[config.mk]
export PLATFORM = sky130hd
export DESIGN_NAME = shift_pipe_param
export DESIGN_NICKNAME = d
export VERILOG_FILES = /design/src/rtl/shift_pipe_param.sv
export SDC_FILE = /design/constraint.sdc
export NUM_CORES = 1
export LEC_CHECK = 0
export CAP_MARGIN = 20
export CORE_AREA = 10 10 47 49
export CTS_BUF_LIST = sky130_fd_sc_hd__clkbuf_8
export CTS_CLUSTER_SIZE = 12
export DETAILED_ROUTE_END_ITERATION = 12
export DIE_AREA = 0 0 57 59
export GPL_TIMING_DRIVEN = 0
export HOLD_SLACK_MARGIN = 0.08
export PLACE_DENSITY = 0.84
export SETUP_SLACK_MARGIN = 0.15
export SLEW_MARGIN = 0
export SYNTH_ARGS = -nofsm -noshare
export SYNTH_HDL_FRONTEND = slang
export SYNTH_SLANG_ARGS = --single-unit
[constraint.sdc]
create_clock -name clk -period 1.2 [get_ports clk]
set_input_delay 0.3 -clock clk [delete_from_list [all_inputs] [get_ports clk]]
set_output_delay 0.3 -clock clk [all_outputs]
set_load 0.01 [all_outputs]
[src/rtl/shift_pipe_param.sv]
// DEPTH-stage, WIDTH-bit register chain with per-stage valids.
// mode selects a staged shift (one stage per edge) or a broadcast load (all stages per edge).
module shift_pipe_param #(
  parameter int WIDTH = 4,
  parameter int DEPTH = 2
) (
  input  logic                       clk,
  input  logic                       rst,
  input  logic                       en,
  input  logic                       flush,
  input  logic                       mode,
  input  logic [WIDTH-1:0]           a,
  input  logic                       a_valid,
  output logic [WIDTH*DEPTH-1:0]     taps,
  output logic [DEPTH-1:0]           taps_valid,
  output logic [WIDTH-1:0]           q,
  output logic                       q_valid,
  output logic [$clog2(DEPTH+1)-1:0] count
);

  localparam int COUNT_W = $clog2(DEPTH + 1);

  logic [WIDTH-1:0] stage_q [DEPTH];
  logic [DEPTH-1:0] valid_q;

  // No handshake: a/a_valid are consumed on every edge with en=1; there is no backpressure.
  // Data moves regardless of a_valid; valids are carried alongside, never gating loads.
  always_ff @(posedge clk) begin
    if (rst || flush) begin
      for (int k = 0; k < DEPTH; k++) begin
        stage_q[k] <= '0;
      end
      valid_q <= '0;
    end else if (en) begin
      if (mode) begin
        for (int k = 0; k < DEPTH; k++) begin
          stage_q[k] <= a;
          valid_q[k] <= a_valid;
        end
      end else begin
        stage_q[0] <= a;
        valid_q[0] <= a_valid;
        for (int k = 1; k < DEPTH; k++) begin
          stage_q[k] <= stage_q[k-1];
          valid_q[k] <= valid_q[k-1];
        end
      end
    end
  end

  always_comb begin
    taps = '0;
    for (int k = 0; k < DEPTH; k++) begin
      taps[k*WIDTH +: WIDTH] = stage_q[k];
    end
  end

  always_comb begin
    count = '0;
    for (int k = 0; k < DEPTH; k++) begin
      count = count + COUNT_W'(valid_q[k]);
    end
  end

  assign taps_valid = valid_q;
  assign q          = stage_q[DEPTH-1];
  assign q_valid    = valid_q[DEPTH-1];

endmodule
Word-level counts from Yosys, hierarchy flattened:

Memories as Yosys holds them, arrays and structs flattened.
Index checks and enable logic that the tools add are counted.

* register bits after elaboration: 2
* latch bits: 0
* RAM bits: 8
* memory bits (read-only): 0
* bits of input ports: 10
* output and inout bits: 17
* word-level logic and storage cells: 23
* memories: 1

Memory list
* stage_q: depth 2, bits a word 4, read ports 2, clocked after memory_dff 0, write ports 2, RTL line 23 `logic [WIDTH-1:0] stage_q [DEPTH];`

* add/sub/neg operators: 1
* multipliers: 0
* divide/modulo/power cells: 0
* magnitude comparators: 0
* equality and inequality tests: 0
* shift operators: 0
* mux-type cells: 15
* bitwise logic cells: 4
* reduce and logical (&&, ||, !) cells: 1

Operators by type and width (number)
* 2-to-1 mux 4 bit: 4
* 2-to-1 mux 1 bit: 10
* bitwise OR 1 bit: 4
* adder 1 x 1 -> 2 bit: 1
* 2-to-1 mux 2 bit: 1
* logical OR 1 bit: 1

Logic depth before layout (Yosys ltp):

* depth in word-level cells: 6
* depth in mapped cells: 3

Worst setup path before layout:

No wires, ideal clock.

* kind: input to register
* from: input en
* to: memory stage_q[0][0], enable pin
* setup time: 0.283 ns
* arrival: 0.751 ns
* required time: 0.917 ns
* slack: 0.165 ns
* cell stages on the path: 2
* cells stage by stage: nor3_1 > inv_1

RTL lines
* start: declaration: RTL line 9 `input logic en,`
* end: declaration: RTL line 23

Final worst setup path:

* from: register valid_q[1], in the netlist taps_valid[1]
* to: output count[0]

* longest elaborated chain between the ends: 1

RTL lines
* start: declaration: RTL line 24 `logic [DEPTH-1:0] valid_q;`
* start signal: indexed assignment: RTL line 38 `valid_q[k] <= a_valid;`
* start signal: indexed assignment: RTL line 45 `valid_q[k] <= valid_q[k-1];`
* adder 1 x 1 -> 2 bit: RTL line 61 `count = count + COUNT_W'(valid_q[k]);`
* end: declaration: RTL line 18 `output logic [$clog2(DEPTH+1)-1:0] count`

Every way passes these cells.

==> metrics.cfg <==
[synth]
synth.area.mux_share_pct = 10.6
synthArstFlopShare_pct = 0
yosysSeqAreaShare_pct = 59.6
synth_top_family_by_area = simple AND/OR/NAND/NOR gates
synth_compound_area_share_pct = 3.72
syn_area_um2 = 470
synth_common_cells = edfxtp_1, buf_4, mux2i_1
ys_seq_elements = 10
yosys_most_used_dff = edfxtp_1
yosysWarnings = 0
synth.distinct_cells = 14
ys_top_cells_by_area = edfxtp_1, mux2i_1, dfxtp_1, buf_4, and2_1
synth_top_area_share_pct = 51.1
synth_edf_count = 8
synth_nets = 47
post_synth_xor_area_fraction_pct = 0
synth_simple_gate_area_share_pct = 13.6
syn_inst = 36
synthAdderAreaFrac_pct = 2.66
synth_most_common_cell = edfxtp_1
syn_area_per_cell_um2 = 13.1
synth.largest_area_cell = edfxtp_1

[routing]
drt_iter0_markers = 1
vias = 391
drcViolationCount = 0
wl_mm = 1.23
drtAntennaViolNets = 0
drt-wirelength-per-cell_um = 14.7
drt_first_pass_iters = 3
viasPerCell = 4.65

[global_routing]
grt_max_degree = 9
grt_pass1_wl_mm = 2.03
antenna_found_initial = 0
overflow = 0
grt_usage_pct = 8.02
grt_pass1_vias = 443

[die]
dieWidth_um = 57
fp-row-count = 14
io_pins = 27
die_area_mm2 = 0.00336
coreArea_mm2 = 0.00140
start_util_pct = 33.6
dieHeight_um = 59

[sta]
slew_headroom_pct = 82.2
whs_ns = 0.497
period_share_pct = 103
slew_violations = 0
hold_viol_final = 0
worstMarginPinSlew_ns = 0.266
period_needed_ns = 1.24
finClkSkew_ns = 0.000612
worst_slack_ns = -0.0395
fmax_mhz = 807
rsz0062_at_grt = yes
setup_viol = 1

[setup_path]
path_class = reg -> out
crit_start = taps_valid[1]$_SDFFE_PP0P_
crit_path_end_kind = primary output
endpoint = count[0]
rr_startpoint = stage_q[0][0]$_DFFE_PP_
crit_fanout = 4
r2r_slack_ns = 0.20
startpoint_type = flop
required_ns = 0.90
r2r_cells = 3
cp.arrival_ns = 0.94
regToRegEndpoint = stage_q[0][4]$_DFFE_PP_

[clock_tree]
cts_tree = done
numClockSinks = 10
hold_buffers = 0
clkTransAtPathRegs_ns = 0.04
clock_path_buffers = 2
cts_buffers = 3
insertion_delay_ns = 0.23
cts_root_buf = clkbuf_8
htree_levels = 1

[placed_design]
portBuffers = 25
place_inst = 77
dp_hpwl_um = 961
place_congestion = 0.712

[final_layout]
nets = 81
finalNonFillerCells = 84
drive_above_1_share_pct = 52.9
diodes = 0
synthToLayoutAreaGrowth_pct = 75.5

[worst_hold_path]
holdPathStages = 3
hp-class = in -> reg

[pwr]
p_leak_nw = 0.389
ir_worst_vdd_mv = 0.797
powerDensity_mw_per_mm2 = 1080

[status]
violations = negative setup slack
outcome = complete, but fails checks

[run]
cap_violations = 0

[worst max-delay path: stages (launching register included)]
cell and delay, ns:
dfxtp_4 0.36, ha_4 0.26, buf_6 0.09
[metrics by stage]
stage	total power [mW]	setup slack (ns)	cell area, µm²	setup TNS (ns)	util, %
after floorplan	0.465	0.165	470	0	-
after global placement	0.553	-0.372	741	-6.38	52.9
after detailed placement	0.558	-0.404	741	-6.95	52.9
after CTS	0.898	-0.0509	808	-0.0509	57.7
after global routing	0.932	-0.0609	826	-0.122	58.9
final	0.895	-0.0395	826	-0.0395	58.9
[layout make-up]
| cell class | instances | area, µm² |
|---|---|---|
| Tap cell | 16 | 20.0 |
| Inverter | 1 | 3.75 |
| Timing Repair Buffer | 29 | 245 |
| Fill cell | 136 | 576 |
| Buffer | 6 | 61.3 |
| Multi-Input combinational cell | 19 | 166 |
| Clock buffer | 3 | 41.3 |
| Sequential cell | 10 | 288 |
[cells in the final DEF (no fill, tap or decap)]
| master | count |
|---|---|
| clkbuf_8 | 3 |
| mux2i_1 | 5 |
| buf_2 | 9 |
| buf_6 | 13 |
| a22o_1 | 1 |
| nor3_2 | 1 |
| nor3b_2 | 1 |
| dlygate4sd2_1 | 4 |
| nor2_1 | 4 |
| ha_4 | 1 |
| o2bb2ai_1 | 1 |
| dfxtp_4 | 2 |
| edfxtp_1 | 8 |
| and2_1 | 4 |
| clkdlybuf4s50_1 | 5 |
| buf_4 | 4 |
| inv_2 | 1 |
| or3b_4 | 1 |
[flip-flops by register name, indices dropped and copies added (netlist names)]
| name | flops |
|---|---|
| stage_q | 8 |
| taps_valid | 2 |
[cell families after synthesis]
group | count (synthesis)
simple gates | 11
flops | 10
buf+inv | 7
mux | 5
compound gates | 2
fa+ha+maj | 1
[routing by layer]
| layer | share of wire (%) | GRT usage, % | vias up |
|---|---|---|---|
| met5 | 0 | 0 | - |
| met4 | 2.9 | 6.04 | 0 |
| met3 | 14 | 6.44 | 4 |
| met2 | 47 | 12.7 | 21 |
| met1 | 36 | 6.54 | 178 |
| li1 | - | - | 188 |
[worst min-delay path by stage]
stage / from / end
2_1_floorplan: a_valid / taps_valid[0]$_SDFFE_PP0P_
3_3_place_gp: taps_valid[1]$_SDFFE_PP0P_ / taps_valid[1]$_SDFFE_PP0P_
3_5_place_dp: taps_valid[1]$_SDFFE_PP0P_ / taps_valid[1]$_SDFFE_PP0P_
4_1_cts: mode / taps_valid[1]$_SDFFE_PP0P_
5_1_grt: mode / taps_valid[1]$_SDFFE_PP0P_
6_report: mode / taps_valid[1]$_SDFFE_PP0P_
[what timing repair did]
action                     4_1_cts  5_1_grt
buffers inserted                 4        0
pin swaps                        1        1
resized for setup               83        7
setup endpoints to repair       35       17
cloned                           0        0
[report_power, final]
group | leakage (nW) | internal [mW] | total, mW | switching (mW)
clock | 0.0216 | 0.219 | 0.342 | 0.123
combinational | 0.257 | 0.0909 | 0.150 | 0.0594
sequential | 0.110 | 0.391 | 0.402 | 0.0117
Note: power is estimated with default switching activity, not from simulation.
